$ cat config.mk
export PLATFORM = sky130hd
export DESIGN_NAME = instr_buffer
export DESIGN_NICKNAME = d
export VERILOG_FILES = /design/src/rtl/instr_pkg.sv /design/src/rtl/instr_buffer.sv
export SDC_FILE = /design/constraint.sdc
export NUM_CORES = 2
export LEC_CHECK = 0
export BUFFER_PORTS_ARGS = -buffer_cell sky130_fd_sc_hd__buf_2
export CAP_MARGIN = 10
export CORE_MARGIN = 3
export CORE_UTILIZATION = 40
export CTS_BUF_LIST = sky130_fd_sc_hd__clkbuf_4 sky130_fd_sc_hd__clkbuf_8
export CTS_CLUSTER_DIAMETER = 100
export DETAILED_ROUTE_END_ITERATION = 12
export PLACE_DENSITY = 0.66
export SLEW_MARGIN = 20
export SYNTH_ARGS = -nofsm -noshare
export SYNTH_HDL_FRONTEND = slang
export SYNTH_SLANG_ARGS = --single-unit
export TNS_END_PERCENT = 1
$ cat constraint.sdc
create_clock -name clk -period 8.44 [get_ports clk]
set_clock_uncertainty 0.1 [all_clocks]
set_input_delay 1.688 -clock clk [delete_from_list [all_inputs] [get_ports clk]]
set_output_delay 1.688 -clock clk [all_outputs]
set_load 0.005 [all_outputs]
$ cat src/rtl/instr_pkg.sv
// rtl/instr_pkg.sv - shared types and widths for the fetch/decode to dispatch path
// Contents: field widths, fetch width, and the decoded instruction record stored by instr_buffer.
package instr_pkg;

    localparam int OPCODE_W  = 4;
    localparam int REG_W     = 4;
    localparam int ROB_TAG_W = 4;
    localparam int FETCH_W   = 4;

    typedef struct packed {
        logic [OPCODE_W-1:0]  opcode;
        logic                 a_dep;
        logic [ROB_TAG_W-1:0] a_owner;
        logic                 b_dep;
        logic [ROB_TAG_W-1:0] b_owner;
        logic [REG_W-1:0]     rt;
        logic [REG_W-1:0]     ra;
        logic [REG_W-1:0]     rb;
    } decoded_instr_t;

endpackage

$ cat src/rtl/instr_buffer.sv
// rtl/instr_buffer.sv - in-order multi-lane instruction FIFO between fetch and dispatch
// Ports:
//   clk, rst              clock, asynchronous active-high reset
//   in_count, in_*        up to FETCH_W decoded instructions per cycle (lanes 0..in_count-1)
//   is_jump               flush: empties the buffer, discards same-cycle traffic
//   num_fetch             free slots offered to fetch, min(DEPTH-count, FETCH_W)
//   out_valid, out_*      oldest DISP_W entries, lane 0 oldest, combinational read
//   deq_count             entries taken by dispatch this cycle
//   count                 current occupancy
// Optional (INSTR_BUFFER_STATS_EN): full_stall_cycles, high_water.
module instr_buffer #(
    parameter int DEPTH   = 16,
    parameter int FETCH_W = 4,
    parameter int DISP_W  = 2
) (
    input  logic                                          clk,
    input  logic                                          rst,
    input  logic [2:0]                                    in_count,
    input  logic [FETCH_W*instr_pkg::OPCODE_W-1:0]        in_opcode,
    input  logic [FETCH_W-1:0]                            in_a_dep,
    input  logic [FETCH_W*instr_pkg::ROB_TAG_W-1:0]       in_a_owner,
    input  logic [FETCH_W-1:0]                            in_b_dep,
    input  logic [FETCH_W*instr_pkg::ROB_TAG_W-1:0]       in_b_owner,
    input  logic [FETCH_W*instr_pkg::REG_W-1:0]           in_rt,
    input  logic [FETCH_W*instr_pkg::REG_W-1:0]           in_ra,
    input  logic [FETCH_W*instr_pkg::REG_W-1:0]           in_rb,
    input  logic                                          is_jump,
    output logic [2:0]                                    num_fetch,
    output logic [DISP_W-1:0]                             out_valid,
    output logic [DISP_W*instr_pkg::OPCODE_W-1:0]         out_opcode,
    output logic [DISP_W-1:0]                             out_a_dep,
    output logic [DISP_W*instr_pkg::ROB_TAG_W-1:0]        out_a_owner,
    output logic [DISP_W-1:0]                             out_b_dep,
    output logic [DISP_W*instr_pkg::ROB_TAG_W-1:0]        out_b_owner,
    output logic [DISP_W*instr_pkg::REG_W-1:0]            out_rt,
    output logic [DISP_W*instr_pkg::REG_W-1:0]            out_ra,
    output logic [DISP_W*instr_pkg::REG_W-1:0]            out_rb,
    input  logic [1:0]                                    deq_count,
    output logic [$clog2(DEPTH):0]                        count
`ifdef INSTR_BUFFER_STATS_EN
   ,output logic [15:0]                                   full_stall_cycles,
    output logic [$clog2(DEPTH):0]                        high_water
`endif
);
    import instr_pkg::*;

    localparam int AW = $clog2(DEPTH);
    localparam int CW = AW + 1;
    typedef logic [AW-1:0] ptr_t;
    typedef logic [CW-1:0] cnt_t;

    decoded_instr_t mem_q [DEPTH];
    ptr_t           head_q, head_d, tail_q, tail_d;
    cnt_t           count_q, count_d;

    decoded_instr_t lane_in [FETCH_W];
    decoded_instr_t rd_lane [DISP_W];
    logic [2:0]     enq_acc;
    cnt_t           deq_acc;
    cnt_t           free_slots;

    always_comb begin
        for (int k = 0; k < FETCH_W; k++) begin
            lane_in[k].opcode  = in_opcode[k*OPCODE_W +: OPCODE_W];
            lane_in[k].a_dep   = in_a_dep[k];
            lane_in[k].a_owner = in_a_owner[k*ROB_TAG_W +: ROB_TAG_W];
            lane_in[k].b_dep   = in_b_dep[k];
            lane_in[k].b_owner = in_b_owner[k*ROB_TAG_W +: ROB_TAG_W];
            lane_in[k].rt      = in_rt[k*REG_W +: REG_W];
            lane_in[k].ra      = in_ra[k*REG_W +: REG_W];
            lane_in[k].rb      = in_rb[k*REG_W +: REG_W];
        end
    end

    // Credit is based on registered occupancy only; slots freed by a
    // same-cycle dequeue become visible to fetch one cycle later.
    always_comb begin
        free_slots = cnt_t'(DEPTH) - count_q;
        num_fetch  = (free_slots >= cnt_t'(FETCH_W)) ? 3'(FETCH_W) : free_slots[2:0];
        enq_acc    = (in_count < num_fetch) ? in_count : num_fetch;
        deq_acc    = cnt_t'(deq_count);
        if (deq_acc > count_q)         deq_acc = count_q;
        if (deq_acc > cnt_t'(DISP_W))  deq_acc = cnt_t'(DISP_W);
    end

    always_comb begin
        head_d  = head_q + ptr_t'(deq_acc);
        tail_d  = tail_q + ptr_t'(enq_acc);
        count_d = count_q + cnt_t'(enq_acc) - deq_acc;
        if (is_jump) begin
            head_d  = '0;
            tail_d  = '0;
            count_d = '0;
        end
    end

    always_ff @(posedge clk or posedge rst) begin
        if (rst) begin
            head_q  <= '0;
            tail_q  <= '0;
            count_q <= '0;
        end else begin
            head_q  <= head_d;
            tail_q  <= tail_d;
            count_q <= count_d;
        end
    end

    // Storage is deliberately not reset; validity comes from count_q alone.
    always_ff @(posedge clk) begin
        if (!is_jump) begin
            for (int k = 0; k < FETCH_W; k++) begin
                if (3'(k) < enq_acc) begin
                    mem_q[tail_q + ptr_t'(k)] <= lane_in[k];
                end
            end
        end
    end

    always_comb begin
        for (int k = 0; k < DISP_W; k++) begin
            rd_lane[k]                            = mem_q[head_q + ptr_t'(k)];
            out_valid[k]                          = (count_q > cnt_t'(k));
            out_opcode[k*OPCODE_W +: OPCODE_W]    = rd_lane[k].opcode;
            out_a_dep[k]                          = rd_lane[k].a_dep;
            out_a_owner[k*ROB_TAG_W +: ROB_TAG_W] = rd_lane[k].a_owner;
            out_b_dep[k]                          = rd_lane[k].b_dep;
            out_b_owner[k*ROB_TAG_W +: ROB_TAG_W] = rd_lane[k].b_owner;
            out_rt[k*REG_W +: REG_W]              = rd_lane[k].rt;
            out_ra[k*REG_W +: REG_W]              = rd_lane[k].ra;
            out_rb[k*REG_W +: REG_W]              = rd_lane[k].rb;
        end
    end

    assign count = count_q;

`ifdef INSTR_BUFFER_STATS_EN
    logic [15:0] stall_q, stall_d;
    cnt_t        hw_q, hw_d;

    // Statistics survive flushes; only reset clears them.
    always_comb begin
        stall_d = stall_q;
        if (count_q == cnt_t'(DEPTH) && in_count != 3'd0 && stall_q != 16'hFFFF) begin
            stall_d = stall_q + 16'd1;
        end
        hw_d = (count_d > hw_q) ? count_d : hw_q;
    end

    always_ff @(posedge clk or posedge rst) begin
        if (rst) begin
            stall_q <= '0;
            hw_q    <= '0;
        end else begin
            stall_q <= stall_d;
            hw_q    <= hw_d;
        end
    end

    assign full_stall_cycles = stall_q;
    assign high_water        = hw_q;
`endif

endmodule
* Word level (Yosys, flattened, before mapping)
Memory sizes are Yosys's and may differ from the RTL's.
Index checks and enable logic that the tools add are counted.
** Word-level totals
- RAM bits :: 416
- Bits in registers :: 13
- Word-level logic and storage cells :: 42
- Output and inout port bits :: 62
- Memories :: 1
- Input port bits :: 112
** Operators by class
- Multiplexer cells :: 19
- $lt $le $gt $ge :: 10
- Add/sub/neg operators :: 9
** Memories
- mem_q :: words 16, width 26, read ports 2, clocked after Yosys merged registers in 0, write ports 4, line instr_buffer.sv:52 : decoded_instr_t mem_q [DEPTH];
** Operators by type and width (number)
- $mux 5 :: 3
- $mux 1 :: 12
- $gt 5x1->1 const B :: 2
- $add 4x1->4 const B :: 2
- $add 4x2->4 const B :: 2
- $mux 4 :: 2
- $lt 1x3->1 const A :: 2
- $lt 2x3->1 const A :: 2
- $mux 3 :: 2
- $add 5x3->5 :: 1
- $ge 5x3->1 const B :: 1
- $gt 2x5->1 :: 1
- $gt 5x2->1 const B :: 1
- $sub 5x5->5 :: 1
- $sub 5x5->5 const A :: 1
- $add 4x3->4 :: 1
- $add 4x4->4 :: 1
- $lt 3x3->1 :: 1

* Logic depth before layout (Yosys ltp)
- Depth in word-level cells :: 9
- Depth in mapped cells :: 25
- Depth with buffers taken out :: 25

* Worst setup path after synthesis
Ideal clock, no wire load.
- Path type :: reg2reg
- From :: reg count_q[0] (netlist: count[0])
- To :: mem mem_q[13][0] (netlist bit), enable pin
- Required time :: 7.895 ns
- Clock period less this slack :: 5.996 ns
- Setup time :: 0.445 ns
- Cell stages (with the launch flop) :: 17
- Path buffers :: 2
- Setup slack :: 2.444 ns
- Arrival :: 5.450 ns
- Cells stage by stage :: dfrtp_1 > inv_1 > ha_1 > nor3b_1 > ha_1 > nand4b_2 > a21oi_1 > inv_1 > ha_1 > o311ai_2 > nor2_2 > clkbuf_1 > o21ai_0 > nand3_1 > clkbuf_1 > nand3_1 > o21ai_0
** RTL lines
- from (decl) :: line instr_buffer.sv:54 : cnt_t count_q, count_d;
- from (signal assigned) :: line instr_buffer.sv:105 : count_q <= count_d;
- to (decl) :: line instr_buffer.sv:52

==> impl_metrics.toml <==
[floorplanning]
num_rows = 103
die_y_um = 290
start_util_pct = 40.6
dieArea_um2 = 84200
num_io_pins = 174
die_w_um = 290
coreArea_um2 = 79500

[route]
drtPass1Iterations = 6
drc = 0
drt_wl_total_um = 138000
wire_per_inst_um = 36.6
ant_nets = 0
drt_iter0_markers = 5293
drt-vias-per-instance = 7.51
vias = 28300

[cells_and_area]
area_growth_syn_to_layout_pct = 9.66
layout-drive-gt1-share_pct = 30.0
fin_nets = 2784

[power]
combPwrFrac_pct = 54.2
p_switching_uw = 5110
p_seq_share_pct = 28.9
powerDensity_nw_per_um2 = 337
p_int_uw = 6820
p_leak_uw = 0.0107
ir_drop_mv = 0.278
pwr-share-clk_pct = 16.9
netSwitchingFraction_pct = 42.8

[global_routing]
grt_pass1_wl_um = 196000
grt.overflow.total = 0
antenna_found_initial = 19
grt_max_degree = 115
grt_usage_pct = 31.4
grt_pass1_vias = 28000

[timing]
worstMarginPinSlew_ns = 1.22
rsz0062_at_grt = "no"
setup_tns_ns = 0
worst_hold_slack_ns = 0.627
fmax_ghz = 0.152
finalHoldViolCount = 0
finalCritPeriodShare_pct = 78.0
relSlewSlack_pct = 18.9
report.final.slew_viol_count = 0
setup_viol = 0
min_period_ns = 6.58

[clocking]
cts_root_buf = "clkbuf_8"
cts.sinks = 429
cts_setup_buffers = 0
holdBufCountCts = 0
tritoncts = "yes"
clkLatencyLatePin_ns = 0.72
cts_made_buffers = 80
cts_resized = 0
clkTransAtPathRegs_ns = 0.06
clock_path_buffers = 3
htreeDepth = 3

[critical_path]
max_stage_delay_ns = 0.89
r2r_end = "mem_q[2][11]"
r2r-start = "count[0]"
required_ns = 8.54
path_cells = "inv_1, ha_1, nor3b_1, ha_1, nand4b_2, a21oi_1, inv_1, ha_1, nor2b_1, a21oi_1, nand2_1, nor4_4, buf_4, or4_1, buf_4, and2_2, nand2_2"
slowest_stage = "and2_2"
critPathKind = "reg2reg"
crit_top_cell = "ha_1"
cp_num_buf_inv = 4
crit_family = "simple AND/OR/NAND/NOR gates"
crit_path_start_kind = "flip-flop"
worstPathArrival_ns = 6.67
cp-end-kind = "flip-flop"
reg2reg_slack_ns = 1.86
cp_max_fo = 27
reg2reg_depth = 17

[hold_path]
hold_end = "count[4]"
holdCritStartpoint = "count[4]"
whs_path_depth = 3
hold_path.class = "reg2reg"

[logic_synthesis]
synth_area_per_cell_um2 = 12.1
syn-cell-area_um2 = 32300
synth_edf_count = 416
yosysSeqAreaShare_pct = 39.7
yosys-top-cells-area = "edfxtp_1 39%, mux4_2 18%, mux2i_1 13%, o22ai_1 4.8%, a221oi_1 3.1%"
synthFlopType = "edfxtp_1"
ys_seq_elements = 429
async_flop_share_pct = 3.03
synth_warnings = 0
synthCells = 2671
synth_commonest_cells = "416 x edfxtp_1, 416 x mux2i_1, 260 x mux4_2"
yosysUniqueCellTypes = 61
synth.top_cell.area_share_pct = 38.7
synth_top_area_cell = "edfxtp_1"

[place]
place.gp.congestion = 0.944
port_buffers = 173
dp_hpwl_um = 84100

[outcome]
status = "finished clean"

[run]
cap_violations = 0
==> registers in the layout (all words and copies together) (netlist names) <==
signal	flops
mem_q	416
head_q	4
count	5
tail_q	4
==> power groups by stage <==
| stage | clock network (uW) | logic (uW) | registers [uW] |
|---|---|---|---|
| 6_report | 2020 | 6460 | 3450 |
| 5_1_grt | 2100 | 6720 | 3490 |
| 4_1_cts | 2010 | 6360 | 3430 |
| 3_5_place_dp | 0 | 6330 | 3470 |
| 3_3_place_gp | 0 | 6210 | 3440 |
| 2_1_floorplan | 0 | 4200 | 3220 |
==> cell type report <==
type | instances | area [um^2]
fill | 7100 | 44100
clock inverter | 41 | 223
clock buffer | 103 | 1270
tap | 1050 | 1310
sequential | 429 | 12800
inverter | 55 | 206
multi-input combinational | 1820 | 18000
timing repair buffer | 258 | 1570
antenna | 12 | 30.0
==> routing by layer <==
layer / up-vias / wire length, um / track usage [%]
li1: 10800 / - / -
met2: 3013 / 61200 / 47.7
met4: 6 / 9300 / 18.2
met1: 13800 / 45800 / 39.4
met5: - / 63 / 0
met3: 673 / 21400 / 10.3
==> cells in the final DEF, fill, tap and decap left out, drive strengths merged, types with 14 or more instances in the layout <==
| cell type | n |
|---|---|
| o31ai | 18 |
| o2111ai | 17 |
| clkinv | 34 |
| edfxtp | 416 |
| o22ai | 247 |
| a21oi | 260 |
| nor2 | 208 |
| and2 | 14 |
| nand2 | 47 |
| ha | 23 |
| mux2i | 416 |
| a221oi | 156 |
| buf | 258 |
| nor3 | 26 |
| clkbuf | 103 |
| mux4 | 260 |
| inv | 59 |
==> worst max-delay path by stage <==
stage             start             to  slack [ns]  cells after the start
5_1_grt        count[0]   mem_q[2][24]        1.48                     17
2_1_floorplan  count[0]   mem_q[13][0]        2.44                     16
6_report       count[0]   mem_q[2][11]        1.86                     17
3_5_place_dp   count[0]  mem_q[10][13]        1.90                     17
3_3_place_gp   count[0]  mem_q[10][10]        2.01                     17
4_1_cts        count[0]  mem_q[10][12]        1.81                     17
==> kinds of logic (layout without fill, tap and decap cells) <==
| family | count (synthesis) | in the layout | synth area share (%) |
|---|---|---|---|
| DFF | 429 | 429 | 39.7 |
| and+or+nand+nor | 350 | 350 | 5.10 |
| other | 2 | 15 | 0.0232 |
| buffers and inverters | 423 | 457 | 6.05 |
| adders and majority gates | 28 | 28 | 1.20 |
| AOI/OAI and AO/OA | 746 | 746 | 16.5 |
| xor gates and xnor gates | 17 | 17 | 0.461 |
| muxes | 676 | 676 | 31.0 |
==> through the flow <==
stage / util, % / instances / setup slack, ns / cell area, um^2 / total power (uW)
CTS: 44.5 / 3754 / 1.81 / 35400 / 11800
global route: 44.6 / 3764 / 1.48 / 35400 / 12300
floorplan: - / 2672 / 2.44 / 32300 / 7420
global placement: 42.5 / 3607 / 2.01 / 33800 / 9650
finish: 44.6 / 3768 / 1.86 / 35400 / 11900
detailed placement: 42.6 / 3610 / 1.90 / 33900 / 9800
==> worst min-delay path: cells and delay by family (launching register included) <==
kind	cells	cell delay, ns
xor+xnor	2	0.23
flops	1	0.42
simple gates	1	0.04
(Power assumes the default switching activity.)
